File: src/rtl/csr_system_sequencer.sv
// csr_system_sequencer
//   Multi-cycle sequencer for SYSTEM / MISC-MEM instructions (CSRRW/S/C,
//   CSRRWI/SI/CI, ECALL, EBREAK, FENCE, FENCE.I). Accepts one instruction at
//   a time, drives the register-file read/write ports and the CSR-file bus,
//   and reports retirement, traps and fetch-flush requests to the core.
// Ports
//   clk, reset                 clock, asynchronous active-high reset
//   instr_valid/instr/instr_ready  instruction handshake (ready only when idle)
//   done, trap, trap_cause     retirement pulse, trap pulse + mcause code
//   rs1_sel/rs1_data           register-file read port
//   rd_sel/rd_data/rd_we       register-file write port (old CSR value)
//   csr_addr/csr_re/csr_we/csr_wdata/csr_rdata/csr_ack/csr_err  CSR bus
//   mem_idle, flush_i          FENCE drain input, FENCE.I fetch flush pulse
module csr_system_sequencer #(
    parameter int unsigned XLEN        = 32,
    parameter int unsigned CSR_TIMEOUT = 15
) (
    input  logic            clk,
    input  logic            reset,
    input  logic            instr_valid,
    input  logic [31:0]     instr,
    output logic            instr_ready,
    output logic            done,
    output logic [4:0]      rs1_sel,
    input  logic [XLEN-1:0] rs1_data,
    output logic [4:0]      rd_sel,
    output logic [XLEN-1:0] rd_data,
    output logic            rd_we,
    output logic [11:0]     csr_addr,
    output logic            csr_re,
    output logic            csr_we,
    output logic [XLEN-1:0] csr_wdata,
    input  logic [XLEN-1:0] csr_rdata,
    input  logic            csr_ack,
    input  logic            csr_err,
    input  logic            mem_idle,
    output logic            flush_i,
    output logic            trap,
    output logic [3:0]      trap_cause
);

    typedef enum logic [2:0] {
        IDLE, RS1, CSR_RD, CSR_WR, WB, FENCE, DONE, TRAP
    } state_t;

    localparam logic [3:0] CAUSE_ILLEGAL = 4'd2;
    localparam logic [3:0] CAUSE_BREAK   = 4'd3;
    localparam logic [3:0] CAUSE_ECALL   = 4'd11;

    state_t          state_q, state_d;
    logic [11:0]     csr_q, csr_d;
    logic [4:0]      rs1_q, rs1_d;
    logic [4:0]      rd_q, rd_d;
    logic [2:0]      f3_q, f3_d;
    logic [XLEN-1:0] src_q, src_d;
    logic [XLEN-1:0] old_q, old_d;
    logic [3:0]      cnt_q, cnt_d;
    logic [3:0]      cause_q, cause_d;

    logic is_w, do_read, do_write, timeout;

    assign is_w     = (f3_q[1:0] == 2'b01);
    assign do_read  = !(is_w && (rd_q == 5'd0));
    assign do_write = is_w || (rs1_q != 5'd0);
    assign timeout  = (cnt_q == 4'(CSR_TIMEOUT - 1));

    assign rs1_sel  = rs1_q;
    assign rd_sel   = rd_q;
    assign csr_addr = csr_q;
    assign rd_data  = old_q;

    always_ff @(posedge clk or posedge reset) begin
        if (reset) begin
            state_q <= IDLE;
            csr_q   <= '0;
            rs1_q   <= '0;
            rd_q    <= '0;
            f3_q    <= '0;
            src_q   <= '0;
            old_q   <= '0;
            cnt_q   <= '0;
            cause_q <= '0;
        end else begin
            state_q <= state_d;
            csr_q   <= csr_d;
            rs1_q   <= rs1_d;
            rd_q    <= rd_d;
            f3_q    <= f3_d;
            src_q   <= src_d;
            old_q   <= old_d;
            cnt_q   <= cnt_d;
            cause_q <= cause_d;
        end
    end

    // The wait counter defaults to zero, so any state change clears it and it
    // only advances while a CSR access is stalled.
    always_comb begin
        state_d     = state_q;
        csr_d       = csr_q;
        rs1_d       = rs1_q;
        rd_d        = rd_q;
        f3_d        = f3_q;
        src_d       = src_q;
        old_d       = old_q;
        cnt_d       = '0;
        cause_d     = cause_q;
        instr_ready = 1'b0;
        done        = 1'b0;
        trap        = 1'b0;
        trap_cause  = '0;
        rd_we       = 1'b0;
        csr_re      = 1'b0;
        csr_we      = 1'b0;
        csr_wdata   = '0;
        flush_i     = 1'b0;

        case (state_q)
            IDLE: begin
                instr_ready = 1'b1;
                if (instr_valid) begin
                    csr_d   = instr[31:20];
                    rs1_d   = instr[19:15];
                    f3_d    = instr[14:12];
                    rd_d    = instr[11:7];
                    src_d   = XLEN'(instr[19:15]);
                    old_d   = '0;
                    cause_d = CAUSE_ILLEGAL;
                    state_d = TRAP;
                    if (instr[6:0] == 7'h73) begin
                        if (instr[14:12] == 3'b000) begin
                            if (instr[31:7] == 25'd0)
                                cause_d = CAUSE_ECALL;
                            else if (instr[31:7] == {12'h001, 13'd0})
                                cause_d = CAUSE_BREAK;
                        end else if (instr[14:12] != 3'b100) begin
                            state_d = instr[14] ? CSR_RD : RS1;
                        end
                    end else if (instr[6:0] == 7'h0F && instr[14:13] == 2'b00) begin
                        state_d = FENCE;
                    end
                end
            end
            RS1: begin
                src_d   = rs1_data;
                state_d = CSR_RD;
            end
            // Skipped accesses still occupy their state for one idle cycle,
            // which keeps latency independent of rd/rs1 being x0.
            CSR_RD: begin
                if (!do_read) begin
                    state_d = CSR_WR;
                end else begin
                    csr_re = 1'b1;
                    if (csr_err) begin
                        cause_d = CAUSE_ILLEGAL;
                        state_d = TRAP;
                    end else if (csr_ack) begin
                        old_d   = csr_rdata;
                        state_d = CSR_WR;
                    end else if (timeout) begin
                        cause_d = CAUSE_ILLEGAL;
                        state_d = TRAP;
                    end else begin
                        cnt_d = (cnt_q == '1) ? cnt_q : cnt_q + 4'd1;
                    end
                end
            end
            CSR_WR: begin
                if (!do_write) begin
                    state_d = WB;
                end else begin
                    csr_we = 1'b1;
                    case (f3_q[1:0])
                        2'b01:   csr_wdata = src_q;
                        2'b10:   csr_wdata = old_q | src_q;
                        default: csr_wdata = old_q & ~src_q;
                    endcase
                    if (csr_err) begin
                        cause_d = CAUSE_ILLEGAL;
                        state_d = TRAP;
                    end else if (csr_ack) begin
                        state_d = WB;
                    end else if (timeout) begin
                        cause_d = CAUSE_ILLEGAL;
                        state_d = TRAP;
                    end else begin
                        cnt_d = (cnt_q == '1) ? cnt_q : cnt_q + 4'd1;
                    end
                end
            end
            WB: begin
                rd_we   = (rd_q != 5'd0);
                state_d = DONE;
            end
            FENCE: begin
                if (mem_idle) begin
                    flush_i = f3_q[0];
                    state_d = DONE;
                end
            end
            DONE: begin
                done    = 1'b1;
                state_d = IDLE;
            end
            TRAP: begin
                done       = 1'b1;
                trap       = 1'b1;
                trap_cause = cause_q;
                state_d    = IDLE;
            end
            default: state_d = IDLE;
        endcase
    end

endmodule
File: config.mk
export PLATFORM = sky130hd
export DESIGN_NAME = csr_system_sequencer
export DESIGN_NICKNAME = d
export VERILOG_FILES = /design/src/rtl/csr_system_sequencer.sv
export SDC_FILE = /design/constraint.sdc
export NUM_CORES = 1
export LEC_CHECK = 0
export CAP_MARGIN = 15
export CORE_AREA = 2 2 145 147
export CTS_CLUSTER_DIAMETER = 80
export CTS_CLUSTER_SIZE = 24
export DETAILED_ROUTE_END_ITERATION = 12
export DIE_AREA = 0 0 147 149
export GPL_TIMING_DRIVEN = 0
export SLEW_MARGIN = 25
export SYNTH_ARGS = -nofsm -noshare
export SYNTH_HDL_FRONTEND = slang
export SYNTH_SLANG_ARGS = --single-unit
File: constraint.sdc
create_clock -name clk -period 3.61 [get_ports clk]
set_input_delay 0.5415 -clock clk [delete_from_list [all_inputs] [get_ports clk]]
set_output_delay 0.5415 -clock clk [all_outputs]
set_load 0.1 [all_outputs]
After elaboration in Yosys (flattened, before gate mapping). Cells that the tools add are included.

Bitwise logic cells: 3. Reduce and logical (&&, ||, !) cells: 19. Muxes and demuxes: 54. $add $sub $neg: 1. Eq/ne operators: 21.

Operators by type and width (number): 2-to-1 mux 32 bit (7); one-hot mux 32 bit (2 select lines) (3); 2-to-1 mux 4 bit (16); 2-to-1 mux 3 bit (12); bitwise AND 32 bit (1); inverter 32 bit (1); OR 32 bit (1); equality test 25 x 14 -> 1 bit (second input constant) (1); logical NOT 25 bit (1); one-hot mux 3 bit (7 select lines) (1); equality test 3 bit (second input constant) (4); inequality test 2 bit (second input constant) (6); one-hot mux 4 bit (3 select lines) (1); 2-to-1 mux 1 bit (11); nonzero test 5 bit (2); equality test 4 bit (second input constant) (2); one-hot mux 4 bit (2 select lines) (1); equality test 7 x 4 -> 1 bit (second input constant) (1); equality test 7 bit (second input constant) (1); equality test 3 x 2 -> 1 bit (second input constant) (2); logical NOT 3 bit (2); AND reduction 2 bit (3); logical NOT 5 bit (1); AND reduction 5 bit (1); 13 further kinds (16).

Bits of input ports: 102. Output and inout bits: 97. Flip-flop bits (word level): 99. Word-level logic and storage cells: 107.

Logic depth before layout (Yosys ltp). Gate-level depths: netlist of run 1.

Word-level depth: 7. Gate-level depth with buffers: 7.

Worst setup path after synthesis of run 1. Ideal clock, no wire load.

Path kind: register -> output. From: reg rd_q[4] (netlist: rd_sel[4]). To: out rd_we. Required time: 3.069 ns. Arrival: 3.458 ns. Cell stages (with the launch flop): 3. Setup slack: -0.390 ns. Buffers on the path: 0. Cells stage by stage: dfrtp_1 nor4_2 a211oi_1.

Cells in the longest elaborated chain, start to end: 2.

Ends and longest elaborated chain: from (decl) (line 53) `logic [4:0] rd_q, rd_d;`; from (signal assigned) (line 87) `rd_q <= rd_d;`; nonzero test 5 bit (line 193) `rd_we = (rd_q != 5'd0);`; 2-to-1 mux 1 bit (line 118) `case (state_q)`; to (decl) (line 28) `output logic rd_we,`.

Every way passes these cells.

Final worst setup path of run 1.
From: reg state_q[2]. To: out csr_re.

Cells in the longest elaborated chain, start to end: 2.

Ends and longest elaborated chain: from (decl) (line 50) `state_t state_q, state_d;`; from (signal assigned) (line 84) `state_q <= state_d;`; equality test 3 x 2 -> 1 bit (line 118); 2-to-1 mux 1 bit (line 118); to (decl) (line 30) `output logic csr_re,`.

Every way passes these cells.

==> impl_summary.log, run 1 <==
INFO  metric cts.repair_timing.setup_buffer_count = 0
INFO  metric dp_worst_setup_slack = -0.106 ns
INFO  metric hold_path_class = flip-flop to flip-flop
INFO  metric viasPerCell = roughly 4.4
INFO  metric cpPeakStageDelay = ~1.2 ns
INFO  metric multiInputGateArea = roughly 2200 µm²
INFO  metric reg2reg_setup_slack = around 1.4 ns
INFO  metric grt_util_all_layers = between 10% and 20%
INFO  metric dominantRegCellSynth = sky130_fd_sc_hd__dfrtp_1
INFO  metric path_clk_slew = 0.07 ns
INFO  metric fp.dieH = ~150 µm
INFO  metric crit_path_end = csr_re
INFO  metric final_antenna_net_count = 0
INFO  metric yosysUniqueCellTypes = between 50 and 60
INFO  metric report.final.slew_viol_count = 0
INFO  metric switching_share = a little under three fifths
INFO  metric first_global_vias = around 4900
INFO  metric critical_path_buf_inv_count = 2
INFO  metric post-synth-top-count-cell = sky130_fd_sc_hd__nand2_1
INFO  metric grt_max_degree = between 50 and 60
INFO  metric synth.ff_latch_count = 98
INFO  metric seq_power_share = between 20% and 30%
INFO  metric leading_cell_types_by_total_area_after_synthesis = sky130_fd_sc_hd__dfrtp_1, sky130_fd_sc_hd__nand2_1, sky130_fd_sc_hd__mux2i_1
INFO  metric data_arrival_time_at_the_worst_slack_endpoint = 2.87 ns
INFO  metric drc = 0
INFO  metric net-switching-power = about 4.1 mW
INFO  metric synth_top_cell_by_area = sky130_fd_sc_hd__dfrtp_1
INFO  metric crit-reg2reg-launch = state_q[0]
INFO  metric timing.fmax = between 0.2 and 0.3 GHz
INFO  metric met2_demand_to_capacity_share_in_global_routing = between 20% and 30%
INFO  metric die_area = ~22000 µm²
INFO  metric detailedRoute.firstIterationViolations = 190
INFO  metric final.period_utilization = 94.5%
INFO  metric design.portCount = 199
INFO  metric seq_area = between 2000 and 2500 µm²
INFO  metric dp_hpwl = between 10000 and 15000 µm
INFO  metric flow.area_growth_from_synthesis = 53.4%
INFO  metric detailed_place.area = approximately 7400 µm²
INFO  metric final_design_area_no_fill = around 7700 µm²
INFO  metric post-route-util = a little under two fifths
INFO  metric final_critical_path_setup_slack = slightly below 0.2 ns
INFO  metric max-cap-violations = 0
INFO  metric synth_compound_gate_area_share = a little over a tenth
INFO  metric timing.critical_path.depth = 4
INFO  metric synth_area = ~5000 µm²
INFO  metric unrepaired_setup_endpoints_after_global_routing = false
INFO  metric wl_per_cell = 15.7 µm
INFO  metric share_comb_of_total_power = between 60 and 70%
INFO  metric globalRouteOverflowTotal = 0
INFO  metric clock_latency = 0.35 ns
INFO  metric synth_area_per_cell = 8.42 µm²
INFO  metric crit_path_start = state_q[2]
INFO  metric fin_setup_tns = 0 ns
INFO  metric seq_area_frac_synth = 49.0%
INFO  metric worstSetupPathType = flip-flop to primary output
INFO  metric clkPwrFrac = between 10% and 20%
INFO  metric htree_num_levels = 3
INFO  metric outcome = finished clean
INFO  metric layout-drive-gt1-share = 9.54%
INFO  metric worst_path_cell_chain = buf_2 > nor3b_4 > a21boi_4 > clkdlybuf4s50_1
INFO  metric io_buffer_count = 197
INFO  metric synth_top_family_by_area = simple AND/OR/NAND/NOR gates
INFO  metric cellPowerDensity = ~940 nW/µm²
INFO  metric timing_worst_slew_pin_value = around 1.0 ns
INFO  metric globalplace.congestion = 0.786
INFO  metric use_met1 = around a fifth
INFO  metric mux_share_of_post_synthesis_cell_area = slightly below 7%
INFO  metric grt_first_pass_wirelength = 27000 µm
INFO  metric synthCells = slightly below 600
INFO  metric quantity_of_hold_fixing_buffers_added_after_cts = 0
INFO  metric fillers = 2166
INFO  metric timing.reg2reg.worst_path_depth = 6
INFO  metric power.leakage = 3.33 nW
INFO  metric timing.final.setup_violations = 0
INFO  metric initial_antenna_violation_count = 0
INFO  metric synth_xor_xnor_area_share = 0.175%
INFO  metric cp_top_family = buffers and inverters
INFO  metric post_synth_fa_ha_maj_area_fraction = less than 1%
INFO  metric route.final.wire_length = roughly 17000 µm
INFO  metric initial_core_util = around 24%
INFO  metric synth_largest_type_area_fraction = around 50%
INFO  metric postSynth.asyncResetShare = between 90% and 100%
INFO  metric placementRows = 53
INFO  metric internal_power = between 3 and 4 mW
INFO  metric layout.nets = 910
INFO  metric cts.sinks = 98
INFO  metric synth_enable_flop_cells = 0
INFO  metric crit_path_capture_type = primary output
INFO  metric synthesis.nets = ~700
INFO  metric max-vdd-ir-drop = approximately 650 µV
INFO  metric core_area = a little over 20000 µm²
INFO  metric synth_top_cells_by_count = sky130_fd_sc_hd__nand2_1, sky130_fd_sc_hd__dfrtp_1, sky130_fd_sc_hd__nor2_1, sky130_fd_sc_hd__inv_1, sky130_fd_sc_hd__nor3_1
INFO  metric chipWidth = between 100 and 150 µm
INFO  metric timing.critical_path.required = between 3 and 4 ns
INFO  metric slowest_stage = sky130_fd_sc_hd__clkdlybuf4s50_1
INFO  metric slew_headroom = 32.6%
INFO  metric antenna-diode-count = 0
INFO  metric critical_path_peak_fanout = 9
INFO  metric root_buffer = sky130_fd_sc_hd__clkbuf_16
INFO  metric top_usage_layer = met2
INFO  metric drt_pass_1_iters = 4
INFO  metric whs = 0.459 ns
INFO  metric synth-simple-area-share = 25.8%
INFO  metric worst_r2r_endpoint = src_q[2]
INFO  metric fin_skew = 0.0115 ns
INFO  metric cts_buffer_depth = 2
INFO  metric grt.met3_usage = roughly 3.7%
INFO  metric route.vias.total = between 4000 and 5000
INFO  metric timing.critical_path.from_type = flip-flop
INFO  metric tritoncts = done
INFO  metric timing.final.hold_violations = 0
INFO  metric cts-buffers-inserted = 9
INFO  metric min_period = ~3.4 ns
INFO  metric synth-warning-count = 0
==> state kept, by name, indices dropped and copies added (netlist names) <==
| register | cells |
|---|---|
| rd_data | 32 |
| src_q | 32 |
| csr_addr | 12 |
| rd_sel | 5 |
| rs1_sel | 5 |
| cnt_q | 4 |
| cause_q | 3 |
| state_q | 3 |
| f3_q | 2 |
==> worst register-to-register path: stages (launching register included) <==
cell and delay [ns]:
sky130_fd_sc_hd__dfrtp_1 0.32, sky130_fd_sc_hd__buf_2 0.20, sky130_fd_sc_hd__nor3b_1 0.72, sky130_fd_sc_hd__clkbuf_1 0.47
sky130_fd_sc_hd__nor2_1 0.20, sky130_fd_sc_hd__nand2_1 0.11, sky130_fd_sc_hd__nand3_1 0.06
==> power groups by stage <==
stage / clock (mW) / sequential (mW) / combinational [mW]
final: 0.919 / 1.76 / 4.58
after global routing: 0.996 / 1.82 / 4.90
after CTS: 0.960 / 1.76 / 4.63
after detailed placement: 0 / 1.78 / 4.63
after global placement: 0 / 1.77 / 4.60
after floorplan: 0 / 3.27 / 1.87
==> worst min-delay path by stage <==
| stage | cells after the start | startpoint | to | slack (ns) |
|---|---|---|---|---|
| 6_report | 1 | cause_q[1] | cause_q[1] | 0.46 |
| 5_1_grt | 1 | cause_q[1] | cause_q[1] | 0.51 |
| 4_1_cts | 1 | cause_q[1] | cause_q[1] | 0.47 |
| 3_5_place_dp | 1 | cause_q[1] | cause_q[1] | 0.45 |
| 3_3_place_gp | 1 | cause_q[1] | cause_q[1] | 0.44 |
| 2_1_floorplan | 1 | cause_q[1] | cause_q[1] | 0.42 |
==> cell type report <==
class	instances	area share, %
Buffer	36	2.35
Multi-Input combinational cell	420	29.1
Tap cell	275	4.48
Clock inverter	2	0.179
Timing Repair Buffer	198	26.5
Inverter	41	2.07
Sequential cell	98	31.9
Clock buffer	12	3.34
==> per-layer routing <==
layer | vias up | share of wire [%]
met1 | 2214 | 45
met5 | - | 0
met4 | 0 | 1.3
met3 | 17 | 6.9
met2 | 151 | 47
li1 | 2383 | -
==> timing repair <==
action                                  CTS  global route
pin swaps                                 0             0
gates resized for setup                  92             8
endpoints found under the setup margin   32            31
==> stage by stage <==
step / instances / power (mW)
after global placement: 1067 / 6.37
after detailed placement: 1068 / 6.40
after global routing: 1082 / 7.71
final: 1082 / 7.25
after CTS: 1082 / 7.36
after floorplan: 595 / 5.14
==> cells in the final DEF (no fill, tap or decap), drive strengths merged, types with 9 or more instances in the layout <==
cell,instances
a21oi,35
nor4,9
clkdlybuf4s15,30
nor2,46
o21ai,30
inv,41
clkbuf,32
buf,17
nand3,12
nor3,37
nand2,169
clkdlybuf4s50,164
dfrtp,98
mux2i,32
==> cell families (layout without fill, tap and decap cells) <==
logic type      count (synthesis)  count (layout)
simple gates                  294             294
flops                          98              98
xor+xnor                        1               1
buf+inv                        77             289
compound gates                 86              86
fa+ha+maj                       4               4
other cells                     1               1
mux                            34              34
No activity file was read; power rests on OpenSTA's default activity.
==> run 2, diff against run 1 <==
--- a/config.mk
+++ b/config.mk
@@ -12,6 +12,7 @@
 export DETAILED_ROUTE_END_ITERATION = 12
 export DIE_AREA = 0 0 147 149
 export GPL_TIMING_DRIVEN = 0
+export MAX_ROUTING_LAYER = met4
 export SLEW_MARGIN = 25
 export SYNTH_ARGS = -nofsm -noshare
 export SYNTH_HDL_FRONTEND = slang
==> run 2 against run 1 <==
Effect of this change: critical path depth is the same; total power is 0.13% higher; register-to-register slack barely moved; global-route usage increased by 0.45 points; flip-flop and latch count is the same; die area stayed put; largest power group unchanged; highest routed layer unchanged.
==> impl_summary.log, run 2 (synthesis results as in run 1) <==
INFO  metric crit_path_capture_type = primary output (unchanged)
INFO  metric max-cap-violations = 0 (unchanged)
INFO  metric cellPowerDensity = 946 nW/µm² (was 944 nW/µm²)
INFO  metric fp.dieH = 149 µm (unchanged)
INFO  metric tritoncts = done (unchanged)
INFO  metric drt_pass_1_iters = 5 (was 4)
INFO  metric final_antenna_net_count = 0 (unchanged)
INFO  metric clock_latency = 0.35 ns (about the same)
INFO  metric grt_util_all_layers = 16.2% (was 15.7%)
INFO  metric dp_worst_setup_slack = -0.106 ns (unchanged)
INFO  metric layout-drive-gt1-share = 9.54% (unchanged)
INFO  metric detailed_place.area = 7370 µm² (unchanged)
INFO  metric slew_headroom = 32.0% (was 32.6%)
INFO  metric first_global_vias = 4920 (was 4898)
INFO  metric path_clk_slew = 0.07 ns (about the same)
INFO  metric route.final.wire_length = 17100 µm (was 17000 µm)
INFO  metric power.leakage = 3.33 nW (unchanged)
INFO  metric root_buffer = sky130_fd_sc_hd__clkbuf_16 (unchanged)
INFO  metric quantity_of_hold_fixing_buffers_added_after_cts = 0 (unchanged)
INFO  metric data_arrival_time_at_the_worst_slack_endpoint = 2.87 ns (about the same)
INFO  metric globalRouteOverflowTotal = 0 (unchanged)
INFO  metric grt_max_degree = 51 (unchanged)
INFO  metric timing.critical_path.required = 3.07 ns (about the same)
INFO  metric io_buffer_count = 197 (unchanged)
INFO  metric dp_hpwl = 12800 µm (unchanged)
INFO  metric unrepaired_setup_endpoints_after_global_routing = false (unchanged)
INFO  metric route.vias.total = 4788 (was 4765)
INFO  metric fillers = 2166 (unchanged)
INFO  metric core_area = 20600 µm² (unchanged)
INFO  metric layout.nets = 910 (unchanged)
INFO  metric detailedRoute.firstIterationViolations = 212 (was 190)
INFO  metric grt_first_pass_wirelength = 26900 µm (was 27000 µm)
INFO  metric placementRows = 53 (unchanged)
INFO  metric cts_resized = 92 (unchanged)
INFO  metric viasPerCell = 4.43 (was 4.40)
INFO  metric fin_skew = 0.0115 ns (about the same)
INFO  metric wl_per_cell = 15.8 µm (was 15.7 µm)
INFO  metric drc = 0 (unchanged)
INFO  metric fin_setup_tns = 0 ns (unchanged)
INFO  metric die_area = 21900 µm² (unchanged)
INFO  metric cts_buffer_depth = 2 (unchanged)
INFO  metric design.portCount = 199 (unchanged)
INFO  metric htree_num_levels = 3 (unchanged)
INFO  metric multiInputGateArea = 2240 µm² (unchanged)
INFO  metric final_critical_path_setup_slack = 0.201 ns (was 0.198 ns)
INFO  metric final_design_area_no_fill = 7680 µm² (unchanged)
INFO  metric globalplace.congestion = 0.797 (was 0.786)
INFO  metric chipWidth = 147 µm (unchanged)
INFO  metric max-vdd-ir-drop = 650 µV (was 649 µV)
INFO  metric layout_common_cells = sky130_fd_sc_hd__nand2_1, sky130_fd_sc_hd__clkdlybuf4s50_1, sky130_fd_sc_hd__dfrtp_1 (unchanged)
INFO  metric initial_core_util = 24.4% (unchanged)
INFO  metric timing_worst_slew_pin_value = 1.02 ns (was 1.01 ns)
INFO  metric cts.sinks = 98 (unchanged)
INFO  metric timing.fmax = 0.293 GHz (about the same)
INFO  metric most_common_cell_after_layout_fill_and_taps_aside = sky130_fd_sc_hd__nand2_1 (unchanged)
INFO  metric timing.critical_path.from_type = flip-flop (unchanged)
INFO  metric seq_area = 2450 µm² (unchanged)
INFO  metric flow.area_growth_from_synthesis = 53.4% (unchanged)
INFO  metric timing.final.setup_violations = 0 (unchanged)
INFO  metric worstSetupPathType = flip-flop to primary output (unchanged)
INFO  metric timing.final.hold_violations = 0 (unchanged)
INFO  metric report.final.slew_viol_count = 0 (unchanged)
INFO  metric critical_path_peak_fanout = 9 (unchanged)
INFO  metric min_period = 3.41 ns (about the same)
INFO  metric hold_path_class = flip-flop to flip-flop (unchanged)
INFO  metric cts.repair_timing.setup_buffer_count = 0 (unchanged)
INFO  metric final.period_utilization = 94.4% (was 94.5%)
INFO  metric cts-buffers-inserted = 9 (unchanged)
INFO  metric outcome = finished clean (unchanged)
INFO  metric antenna-diode-count = 0 (unchanged)
INFO  metric initial_antenna_violation_count = 0 (unchanged)
[run 2: worst paths after layout]
path / from / to / slack [ns] / cells after the start
min reg2reg: cause_q[1] / cause_q[1] / 0.46 / 1
max reg2reg: state_q[0] / src_q[2] / 1.40 / 6
max: state_q[2] / csr_re / 0.20 / 4
min: cause_q[1] / cause_q[1] / 0.46 / 1
min in group asynchronous: reset / rd_data[23] / 0.59 / 2
max in group asynchronous: reset / rd_data[0] / 2.38 / 3
[run 2: report_power, final]
group          internal [mW]  switching, mW  total [mW]
Sequential              1.49          0.269        1.76
Combinational           1.15           3.43        4.58
Clock                  0.499          0.425       0.924
Total                   3.14           4.12        7.26
[run 2: per-layer routing]
layer	wire, µm	GRT usage [%]	share of wire (%)	vias to the layer above
met5	0	-	0	-
met1	7980	21.2	47	2236
met4	204	4.62	1.2	0
met2	7960	26.0	47	152
met3	915	2.84	5.4	15
li1	-	-	-	2385
[run 2: layout make-up]
class / instances / share of cell area [%]
sequential: 98 / 31.9
tap: 275 / 4.48
timing repair buffer: 198 / 26.5
clock buffer: 12 / 3.34
multi-input combinational: 420 / 29.1
inverter: 41 / 2.07
buffer: 36 / 2.35
clock inverter: 2 / 0.179
[run 2: critical path, cell delays in order (launching register included)]
cell and delay [ns]:
sky130_fd_sc_hd__dfrtp_1 0.36, sky130_fd_sc_hd__buf_2 0.17, sky130_fd_sc_hd__nor3b_4 0.48, sky130_fd_sc_hd__a21boi_4 0.34, sky130_fd_sc_hd__clkdlybuf4s50_1 1.17
[run 2: stage by stage]
step	hold slack, ns	power [mW]	util (%)	cells
finish	0.459	7.26	37.4	1082
global route	0.510	7.71	37.4	1082
CTS	0.468	7.36	37.3	1082
detailed placement	0.449	6.40	35.8	1068
global placement	0.445	6.37	35.7	1067
floorplan	0.424	5.14	-	595
